**src/rtl/c_credit_tracker_pkg.sv**
```systemverilog
// Shared types and width helpers for the per-VC output credit tracker.
package c_credit_tracker_pkg;

  // Bits needed to encode values 0 .. value-1.
  function automatic int unsigned clogb(input int unsigned value);
    return $clog2(value);
  endfunction

  typedef enum logic [1:0] {
    CntHold,
    CntDecr,
    CntIncr
  } cnt_op_e;

endpackage

```
**src/rtl/c_credit_counter.sv**
```systemverilog
// One downstream VC's credit register: saturating debit/credit counter with
// violation detection.
module c_credit_counter
  import c_credit_tracker_pkg::*;
#(
  parameter int unsigned NumCredits = 4
) (
  input  logic i_clk,
  input  logic i_reset,
  input  logic i_debit,
  input  logic i_credit,
  output logic o_nonzero,
  output logic o_full,
  output logic o_under,
  output logic o_over
);

  localparam int unsigned CntWidth = clogb(NumCredits + 1);
  localparam logic [CntWidth-1:0] CntMax = CntWidth'(NumCredits);

  logic [CntWidth-1:0] r_count;
  logic [CntWidth-1:0] w_count_next;
  logic                w_at_zero;
  logic                w_at_max;
  cnt_op_e             w_op;

  always_comb begin
    w_at_zero = (r_count == '0);
    w_at_max  = (r_count == CntMax);
    w_op      = CntHold;
    // A simultaneous debit and credit cancel, so neither saturation case applies.
    if (i_debit && !i_credit && !w_at_zero) begin
      w_op = CntDecr;
    end else if (i_credit && !i_debit && !w_at_max) begin
      w_op = CntIncr;
    end
    case (w_op)
      CntDecr: w_count_next = r_count - CntWidth'(1);
      CntIncr: w_count_next = r_count + CntWidth'(1);
      default: w_count_next = r_count;
    endcase
  end

  always_ff @(posedge i_clk or posedge i_reset) begin
    if (i_reset) begin
      r_count <= CntMax;
    end else begin
      r_count <= w_count_next;
    end
  end

  assign o_nonzero = !w_at_zero;
  assign o_full    = w_at_max;
  assign o_under   = i_debit && !i_credit && w_at_zero;
  assign o_over    = i_credit && !i_debit && w_at_max;

endmodule

```
**src/rtl/c_credit_tracker.sv**
```systemverilog
// Per-VC output credit tracker: one saturating counter per downstream VC plus
// registered underflow/overflow pulses. VC 0 is the leftmost bit of each vector.
module c_credit_tracker
  import c_credit_tracker_pkg::*;
#(
  parameter int unsigned NumVcs     = 2,
  parameter int unsigned NumCredits = 4
) (
  input  logic              i_clk,
  input  logic              i_reset,
  input  logic [0:NumVcs-1] i_debit_vc,
  input  logic [0:NumVcs-1] i_credit_vc,
  output logic [0:NumVcs-1] o_credit_avail,
  output logic [0:NumVcs-1] o_all_free,
  output logic              o_error_under,
  output logic              o_error_over
);

  logic [0:NumVcs-1] w_under;
  logic [0:NumVcs-1] w_over;
  logic              r_error_under;
  logic              r_error_over;

  for (genvar v = 0; v < NumVcs; v++) begin : g_vc
    c_credit_counter #(
      .NumCredits(NumCredits)
    ) u_counter (
      .i_clk    (i_clk),
      .i_reset  (i_reset),
      .i_debit  (i_debit_vc[v]),
      .i_credit (i_credit_vc[v]),
      .o_nonzero(o_credit_avail[v]),
      .o_full   (o_all_free[v]),
      .o_under  (w_under[v]),
      .o_over   (w_over[v])
    );
  end

  always_ff @(posedge i_clk or posedge i_reset) begin
    if (i_reset) begin
      r_error_under <= 1'b0;
      r_error_over  <= 1'b0;
    end else begin
      r_error_under <= |w_under;
      r_error_over  <= |w_over;
    end
  end

  assign o_error_under = r_error_under;
  assign o_error_over  = r_error_over;

endmodule
```
**config.mk**
```make
export PLATFORM = sky130hd
export DESIGN_NAME = c_credit_tracker
export DESIGN_NICKNAME = d
export VERILOG_FILES = /design/src/rtl/c_credit_tracker_pkg.sv /design/src/rtl/c_credit_counter.sv /design/src/rtl/c_credit_tracker.sv
export SDC_FILE = /design/constraint.sdc
export NUM_CORES = 1
export LEC_CHECK = 0
export CORE_AREA = 2 2 42 44
export CTS_CLUSTER_SIZE = 28
export DETAILED_ROUTE_END_ITERATION = 10
export DIE_AREA = 0 0 44 46
export PLACE_DENSITY = 0.65
export SLEW_MARGIN = 40
export SYNTH_ARGS = -nofsm -noshare
export SYNTH_HDL_FRONTEND = slang
export SYNTH_SLANG_ARGS = --single-unit
```
**constraint.sdc**
```tcl
create_clock -name i_clk -period 5.7 [get_ports i_clk]
set_clock_uncertainty 0.1 [all_clocks]
set_input_delay 0.855 -clock i_clk [delete_from_list [all_inputs] [get_ports i_clk]]
set_output_delay 0.855 -clock i_clk [all_outputs]
set_load 0.02 [all_outputs]
```
==> flow_summary.json, run 1 <==
{
  "htreeDepth": 1,
  "p_comb_share_pct": 48.8,
  "tns_ps": 0,
  "multiInputGateArea_sq_um": 324,
  "slew-limit-headroom_pct": 80.3,
  "max-cap-violations": 0,
  "synth-edff-count": 0,
  "synth_common_cells": "7 x nor2_1, 6 x dfrtp_1, 4 x buf_4, 4 x o21ai_0, 4 x xor2_1",
  "holdCritPathClass": "reg -> reg",
  "worst_pin_slew_ps": 295,
  "die_w_um": 44,
  "syn-cell-area_sq_um": 579,
  "cts.sinks": 8,
  "min_to": "g_vc[1].u_counter.r_count[2]$_DFFE_PP1P_",
  "power_density_mw_per_mm2": 488,
  "ir_worst_vdd_uv": 175,
  "crit_path_start_kind": "flip-flop",
  "finalHoldWorstSlack_ps": 489,
  "via_count": 441,
  "worst_path_largest_cell_delay_ps": 600,
  "vias_per_cell": 5.19,
  "worst-path-max-fanout": 5,
  "grt_max_degree": 9,
  "hold_violations": 0,
  "synthMostInstantiatedCell": "nor2_1",
  "wirelength_mm": 1.01,
  "reg2reg_slack_ps": 3720,
  "critical_path_buf_inv_count": 1,
  "yosys_warnings": 0,
  "ctsResizeCount": 0,
  "timing.final.crit_share_pct": 47.2,
  "ant_nets": 0,
  "grt.total_usage_pct": 12.5,
  "clock-root-buffer": "clkbuf_4",
  "wire_per_inst_um": 11.8,
  "cts_setup_buffers": 0,
  "clock_path_buffers": 2,
  "status": "completed",
  "required_ps": 4740,
  "antenna_cells": 0,
  "core_sq_mm": 0.00161,
  "yosysTopAreaCell": "dfrtp_1",
  "gp_congestion": 0.793,
  "max_freq_mhz": 371,
  "drv_slew": 0,
  "synthArstFlopShare_pct": 100,
  "final_cells": 85,
  "holdPathStages": 2,
  "clk_pin_slew_ps": 60,
  "r2r_cells": 6,
  "arrival_ps": 1740,
  "die_area_sq_mm": 0.00202,
  "synth_cell_types": 28,
  "rsz0062_at_grt": "no",
  "hp-start": "g_vc[1].u_counter.r_count[2]$_DFFE_PP1P_",
  "dr.pass1.iters": 4,
  "p_switching_uw": 140,
  "p_leak_nw": 0.290,
  "p_clk_share_pct": 12.9,
  "ys_seq_elements": 8,
  "synth_seq_area_share_pct": 35.0,
  "nFillCells": 150,
  "synth_area_leaders": "dfrtp_1 26%, dfstp_2 9.1%, fa_1 6.9%",
  "grt_pass1_vias": 428,
  "endpoint_kind": "primary output",
  "synth.avg_cell_area_sq_um": 9.82,
  "synthCells": 59,
  "cts_tree": "built",
  "path_class": "reg -> out",
  "period_minus_slack_ps": 2690,
  "grt_antenna_before_repair": 0,
  "finalNetCount": 78,
  "cts-buffers-inserted": 3,
  "synth_ff_type": "dfrtp_1",
  "crit_path_top_delay_cell": "clkdlybuf4s50_1",
  "switching_share_pct": 41.4,
  "syn_to_final_growth_pct": 19.4,
  "path_cells": "nor2_1 > and2_1 > clkdlybuf4s50_1",
  "route.detailed.drc": 0,
  "drive_gt1_share_pct": 13.2,
  "grt_pass1_wl_mm": 1.77,
  "worstReg2RegStart": "g_vc[0].u_counter.r_count[1]$_DFFE_PP0P_",
  "synth_top_area_share_pct": 25.9,
  "dp_hpwl_um": 803,
  "post-place-cells": 82,
  "intPower_uw": 198,
  "ioPinCount": 12,
  "clkLatencyLatePin_ps": 250,
  "pwr-share-seq_pct": 38.2,
  "synthesis.nets": 67,
  "io_buffers": 11,
  "die_h_um": 46,
  "drt_iter0_drc": 5,
  "seqCellArea_sq_um": 203,
  "cp_top_family": "buffers and inverters",
  "r2r-end": "g_vc[0].u_counter.r_count[1]$_DFFE_PP0P_",
  "cts_hold_buf": 0,
  "setup-violations-final": 0,
  "grt_overflow": 0,
  "start_util_pct": 35.9,
  "placementRows": 15
}
## tightest hold or removal path, cell delays in order (launching register included)
cell     delay (ps)
dfstp_2         390
a21oi_1         120
a22oi_1          70
## metal layers
layer,wire (um),vias to the layer above,global-route usage [%]
met5,0,-,0
met2,479,10,19.7
met3,50,0,5.95
met4,0,0,3.64
li1,-,220,-
met1,475,211,15.2
## worst max-delay path by stage
stage	endpoint	cells after the start	startpoint	slack [ps]
final	o_all_free[0]	3	g_vc[0].u_counter.r_count[0]$_DFFE_PP0P_	3010
after global routing	o_all_free[0]	3	g_vc[0].u_counter.r_count[1]$_DFFE_PP0P_	2910
after CTS	o_all_free[0]	3	g_vc[0].u_counter.r_count[0]$_DFFE_PP0P_	2990
after detailed placement	g_vc[1].u_counter.r_count[2]$_DFFE_PP1P_	6	i_credit_vc[1]	2850
after global placement	g_vc[1].u_counter.r_count[2]$_DFFE_PP1P_	6	i_credit_vc[1]	2880
after floorplan	g_vc[1].u_counter.r_count[2]$_DFFE_PP1P_	6	i_credit_vc[1]	3450
## logic make-up (layout without fill, tap and decap cells)
logic type,Yosys count,in the layout,synth area share (%)
mux,2,2,5.62
xor+xnor,5,5,7.56
flops,8,8,35.0
fa+ha+maj,2,2,6.91
simple gates,22,22,22.0
buf+inv,8,17,9.07
compound gates,12,12,13.8
## flip-flops by register name (all words and copies together), names as in the netlist
| register | flops |
|---|---|
| g_vc.u_counter.r_count | 6 |
| o_error_over | 1 |
| o_error_under | 1 |
## cell usage in the layout (no fill, tap or decap), types with 2 or more instances in the layout
| cell | Yosys | routed |
|---|---|---|
| clkbuf_4 | 0 | 3 |
| clkdlybuf4s50_1 | 0 | 11 |
| dfrtp_1 | 6 | 6 |
| dfstp_2 | 2 | 2 |
| fa_1 | 2 | 2 |
| inv_1 | 3 | 3 |
| nand2_1 | 3 | 3 |
| nand2b_1 | 3 | 3 |
| nor2_1 | 7 | 7 |
| o21ai_0 | 4 | 4 |
| o22ai_1 | 2 | 2 |
| or3_1 | 3 | 3 |
| xor2_1 | 4 | 4 |
## cell type report
type                            count  area share [%]
Multi-Input combinational cell     43            46.8
Sequential cell                     8            29.3
Timing Repair Buffer               11            15.9
Clock buffer                        3            3.25
Tap cell                           17            3.07
Inverter                            3            1.63
## power groups by stage
stage               Combinational (mW)  Sequential, mW  Clock, mW
global placement                 0.163           0.129          0
floorplan                        0.129           0.124          0
detailed placement               0.166           0.130          0
finish                           0.165           0.129     0.0436
CTS                              0.167           0.129     0.0453
global route                     0.188           0.135     0.0480
## through the flow
step           power, mW  utilization (%)  cell area [sq um]  setup slack (ps)
4_1_cts            0.341             42.9                692              2990
2_1_floorplan      0.253                -                579              3450
6_report           0.337             42.9                692              3010
3_5_place_dp       0.296             41.5                669              2850
3_3_place_gp       0.292             41.5                669              2880
5_1_grt            0.371             42.9                692              2910
Note: power is estimated with default switching activity, not from simulation.
==> run 2: changes to the inputs <==
clock period = 2.8 ns   (was 5.7 ns; I/O delays follow)
==> run 2 against run 1 <==
- cell count is the same
- cell area unchanged
- die area stayed put
- count of clock-buffer cells in the layout is the same
- sequential cell count is the same
- first-iteration DRC count grew 40%
- routed wire length increased by 1.5%
- core utilization stayed put
- sequential share of layout area is the same
- highest routed layer unchanged
==> flow_summary.json, run 2 (synthesis results as in run 1) <==
{
  "grt.total_usage_pct": 12.7,
  "io_buffers": 11,
  "die_area_sq_mm": 0.00202,
  "antenna_cells": 0,
  "reg2reg_slack_ps": 830,
  "ioPinCount": 12,
  "slew-limit-headroom_pct": 79.9,
  "p_clk_share_pct": 12.6,
  "hold_violations": 0,
  "crit_path_start_kind": "flip-flop",
  "power_density_mw_per_mm2": 991,
  "finalNetCount": 78,
  "ir_worst_vdd_uv": 378,
  "cts_hold_buf": 0,
  "final_common_cell": "clkdlybuf4s50_1",
  "p_switching_uw": 283,
  "final_cell_mix": "11 x clkdlybuf4s50_1, 7 x nor2_1, 6 x dfrtp_1",
  "pwr-share-seq_pct": 38.2,
  "worst-path-max-fanout": 5,
  "nFillCells": 158,
  "syn_to_final_growth_pct": 19.4,
  "die_w_um": 44,
  "max_freq_mhz": 446,
  "status": "completed",
  "post-place-cells": 82,
  "grt_pass1_wl_mm": 1.79,
  "route.detailed.drc": 0,
  "ant_nets": 0,
  "clk_pin_slew_ps": 50,
  "cts_tree": "built",
  "grt_antenna_before_repair": 0,
  "cts-buffers-inserted": 3,
  "gp_congestion": 0.790,
  "worstReg2RegStart": "g_vc[0].u_counter.r_count[0]$_DFFE_PP0P_",
  "die_h_um": 46,
  "ctsResizeCount": 0,
  "r2r_cells": 6,
  "drt_iter0_drc": 7,
  "p_comb_share_pct": 49.2,
  "clkLatencyLatePin_ps": 250,
  "grt_pass1_vias": 406,
  "clock-root-buffer": "clkbuf_4",
  "start_util_pct": 35.9,
  "wirelength_mm": 1.02,
  "switching_share_pct": 41.2,
  "worst_pin_slew_ps": 301,
  "holdCritPathClass": "in -> async",
  "htreeDepth": 1,
  "worst_path_largest_cell_delay_ps": 600,
  "arrival_ps": 1720,
  "period_minus_slack_ps": 2240,
  "largest_reg_flops": 6,
  "dr.pass1.iters": 4,
  "wire_per_inst_um": 12.0,
  "endpoint_kind": "primary output",
  "setup-violations-final": 0,
  "path_cells": "nor2_1 > and2_1 > clkdlybuf4s50_1",
  "cts_setup_buffers": 0,
  "tns_ps": 0,
  "r2r-end": "g_vc[0].u_counter.r_count[1]$_DFFE_PP0P_",
  "drv_slew": 0,
  "intPower_uw": 403,
  "required_ps": 2280,
  "max-cap-violations": 0,
  "top_register": "g_vc.u_counter.r_count",
  "path_class": "reg -> out",
  "placementRows": 15,
  "cts.sinks": 8,
  "core_sq_mm": 0.00161,
  "grt_overflow": 0,
  "vias_per_cell": 5.08,
  "rsz0062_at_grt": "no",
  "p_leak_nw": 0.290,
  "dp_hpwl_um": 829,
  "grt_max_degree": 9,
  "drive_gt1_share_pct": 13.2,
  "via_count": 432,
  "final_cells": 85,
  "timing.final.crit_share_pct": 80.0,
  "clock_path_buffers": 2,
  "crit_path_top_delay_cell": "clkdlybuf4s50_1"
}
[run 2: cell counts in the layout (fill, tap and decap cells not counted)]
Identical to the previous run, type by type.
[run 2: metal layers]
layer	GRT usage (%)	vias up	wire length (um)
li1	-	218	-
met1	15.8	203	438
met2	19.7	11	502
met3	5.95	0	79
met4	3.64	0	0
met5	0	-	0
[run 2: how the worst max path moves through the flow]
stage                                             start                                       end  slack, ps  depth (start not counted)
3_5_place_dp                             i_credit_vc[1]  g_vc[1].u_counter.r_count[2]$_DFFE_PP1P_        370                          6
3_3_place_gp                             i_credit_vc[1]  g_vc[1].u_counter.r_count[2]$_DFFE_PP1P_        420                          6
2_1_floorplan  g_vc[0].u_counter.r_count[0]$_DFFE_PP0P_  g_vc[0].u_counter.r_count[1]$_DFFE_PP0P_        950                          6
4_1_cts        g_vc[0].u_counter.r_count[0]$_DFFE_PP0P_                             o_all_free[0]        540                          3
6_report       g_vc[0].u_counter.r_count[0]$_DFFE_PP0P_                             o_all_free[0]        560                          3
5_1_grt        g_vc[0].u_counter.r_count[0]$_DFFE_PP0P_                             o_all_free[0]        440                          3
[run 2: power groups by stage]
stage          registers, mW  clock network [mW]  logic [mW]
2_1_floorplan          0.253                   0       0.262
5_1_grt                0.275              0.0962       0.386
3_5_place_dp           0.267                   0       0.342
3_3_place_gp           0.263                   0       0.331
4_1_cts                0.265              0.0904       0.343
6_report               0.262              0.0863       0.338
[run 2: area by class of cell]
type                            count  area (sq um)  area share (%)
Tap cell                           17          21.3            3.07
Clock buffer                        3          22.5            3.25
Timing Repair Buffer               11           110            15.9
Inverter                            3          11.3            1.63
Sequential cell                     8           203            29.3
Multi-Input combinational cell     43           324            46.8
[run 2: worst max-delay path: cells and delay by family, from the launching register on]
family,cells,cell delay (ps)
buffers and inverters,1,600
DFF,1,450
and+or+nand+nor,2,410
[run 2: metrics by stage]
stage          worst slack (ps)  area, sq um  util (%)  hold slack (ps)  total power, mW
2_1_floorplan               953          579         -              134            0.515
3_3_place_gp                416          669      41.5              477            0.594
3_5_place_dp                367          669      41.5              473            0.609
4_1_cts                     544          692      42.9              315            0.698
5_1_grt                     445          692      42.9              340            0.757
6_report                    560          692      42.9              310            0.686
==> run 3: changes to the inputs <==
PLACE_DENSITY = 0.67   (was 0.65)
clock period = 2.01 ns   (was 2.8 ns; I/O delays follow)
==> run 3 against run 2 <==
- clock power up 39%
- sequential power up 25%
- sequential cell count unchanged
- cell area up 11%
- worst hold slack worse by 120 ps
- non-clock buffer count up 11
- core utilization up 4.8 points
- sequential share of layout area down 3.0 points
- critical path depth up 3
- largest power group unchanged
- highest routed layer is now met4
==> flow_summary.json, run 3 (synthesis results as in run 1) <==
{
  "finalPower_mw": 1.01,
  "p_leak_nw": 0.349,
  "tns_ps": 0,
  "ioPinCount": 12,
  "multiInputGateArea_sq_um": 324,
  "final_common_cell": "buf_4",
  "clkLatencyLatePin_ps": 250,
  "die_area_sq_mm": 0.00202,
  "required_ps": 2060,
  "max-cap-violations": 0,
  "grt_pass1_vias": 435,
  "cts_tree": "built",
  "via_count": 468,
  "arrival_ps": 1920,
  "path_class": "in -> reg",
  "htreeDepth": 1,
  "die_h_um": 46,
  "syn_to_final_growth_pct": 32.8,
  "holdCritPathClass": "in -> async",
  "r2r_cells": 6,
  "worst_pin_slew_ps": 306,
  "core_sq_mm": 0.00161,
  "nFillCells": 154,
  "clk_pin_slew_ps": 50,
  "cts-buffers-inserted": 3,
  "drt_iter0_drc": 9,
  "die_w_um": 44,
  "drv_slew": 0,
  "dr.pass1.iters": 4,
  "grt_antenna_before_repair": 0,
  "drive_gt1_share_pct": 25.3,
  "period_minus_slack_ps": 1880,
  "worst-path-max-fanout": 2,
  "finalNetCount": 89,
  "io_buffers": 11,
  "final_cell_mix": "11 x buf_4, 7 x nor2_1, 7 x clkdlybuf4s50_1",
  "grt_pass1_wl_mm": 1.79,
  "top_register": "g_vc.u_counter.r_count",
  "grt_overflow": 0,
  "endpoint_kind": "flip-flop",
  "antenna_cells": 0,
  "timing.final.crit_share_pct": 93.3,
  "rsz0062_at_grt": "no",
  "cts_hold_buf": 0,
  "grt_max_degree": 9,
  "final_area_sq_um": 769,
  "vias_per_cell": 4.88,
  "wirelength_mm": 1.08,
  "start_util_pct": 35.9,
  "ir_worst_vdd_uv": 524,
  "placementRows": 15,
  "placed_cell_area_sq_um": 752,
  "max_freq_mhz": 533,
  "clock_path_buffers": 2,
  "ant_nets": 0,
  "clock-root-buffer": "clkbuf_4",
  "crit_path_start_kind": "input port",
  "dp_hpwl_um": 885,
  "power_density_mw_per_mm2": 1320,
  "seqCellArea_sq_um": 203,
  "gp_congestion": 0.740,
  "slew-limit-headroom_pct": 79.6,
  "status": "completed",
  "route.detailed.drc": 0,
  "setup-violations-final": 0,
  "largest_reg_flops": 6,
  "grt.total_usage_pct": 12.2,
  "hold_violations": 0,
  "wire_per_inst_um": 11.2,
  "cts.sinks": 8
}
run 3: path summary, 6_finish.rpt:
check	end	slack, ps	from
min reg2reg	g_vc[1].u_counter.r_count[2]$_DFFE_PP1P_	490	g_vc[1].u_counter.r_count[2]$_DFFE_PP1P_
max in group asynchronous	g_vc[1].u_counter.r_count[2]$_DFFE_PP1P_	1330	i_reset
max	g_vc[0].u_counter.r_count[1]$_DFFE_PP0P_	130	i_credit_vc[0]
min	o_error_under$_DFF_PP0_	190	i_reset
max reg2reg	g_vc[1].u_counter.r_count[2]$_DFFE_PP1P_	200	g_vc[1].u_counter.r_count[1]$_DFFE_PP0P_
min in group i_clk	g_vc[1].u_counter.r_count[2]$_DFFE_PP1P_	490	g_vc[1].u_counter.r_count[2]$_DFFE_PP1P_
run 3: area by class of cell:
| cell class | instances | area share (%) |
|---|---|---|
| clock buffer | 3 | 2.93 |
| inverter | 3 | 1.46 |
| multi-input combinational | 43 | 42.1 |
| sequential | 8 | 26.3 |
| tap | 17 | 2.76 |
| timing repair buffer | 22 | 24.4 |
run 3: metrics by stage:
stage / hold slack [ps] / utilization [%] / worst slack, ps / std cells
after CTS: 191 / 47.7 / 112 / 96
final: 194 / 47.7 / 134 / 96
after global placement: 461 / 46.6 / -122 / 93
after detailed placement: 465 / 46.6 / -153 / 93
after global routing: 213 / 47.7 / 11.3 / 96
after floorplan: 15.7 / - / 163 / 59
run 3: metal layers:
layer | vias to the layer above | part of all wire (%) | global-route usage, % | wire, um
li1 | 240 | - | - | -
met5 | - | 0 | 0 | 0
met4 | 0 | 0.93 | 7.27 | 10
met1 | 217 | 51 | 16.0 | 547
met2 | 9 | 44 | 18.5 | 475
met3 | 2 | 3.9 | 2.38 | 42
run 3: what timing repair did:
action,4_1_cts,5_1_grt
gates resized for setup,4,0
setup endpoints to repair,4,0
setup buffers,0,0
run 3: critical path: stages:
cell and delay [ps]:
clkdlybuf4s50_1 470, nor2b_4 140, or2b_1 240, fa_1 480
inv_1 40, a221oi_1 250
run 3: report_power, final:
part	switching, mW	leakage (nW)	total, mW	internal (mW)
clock	0.0516	0.0138	0.120	0.0681
combinational	0.278	0.239	0.564	0.286
sequential	0.0807	0.0966	0.328	0.248
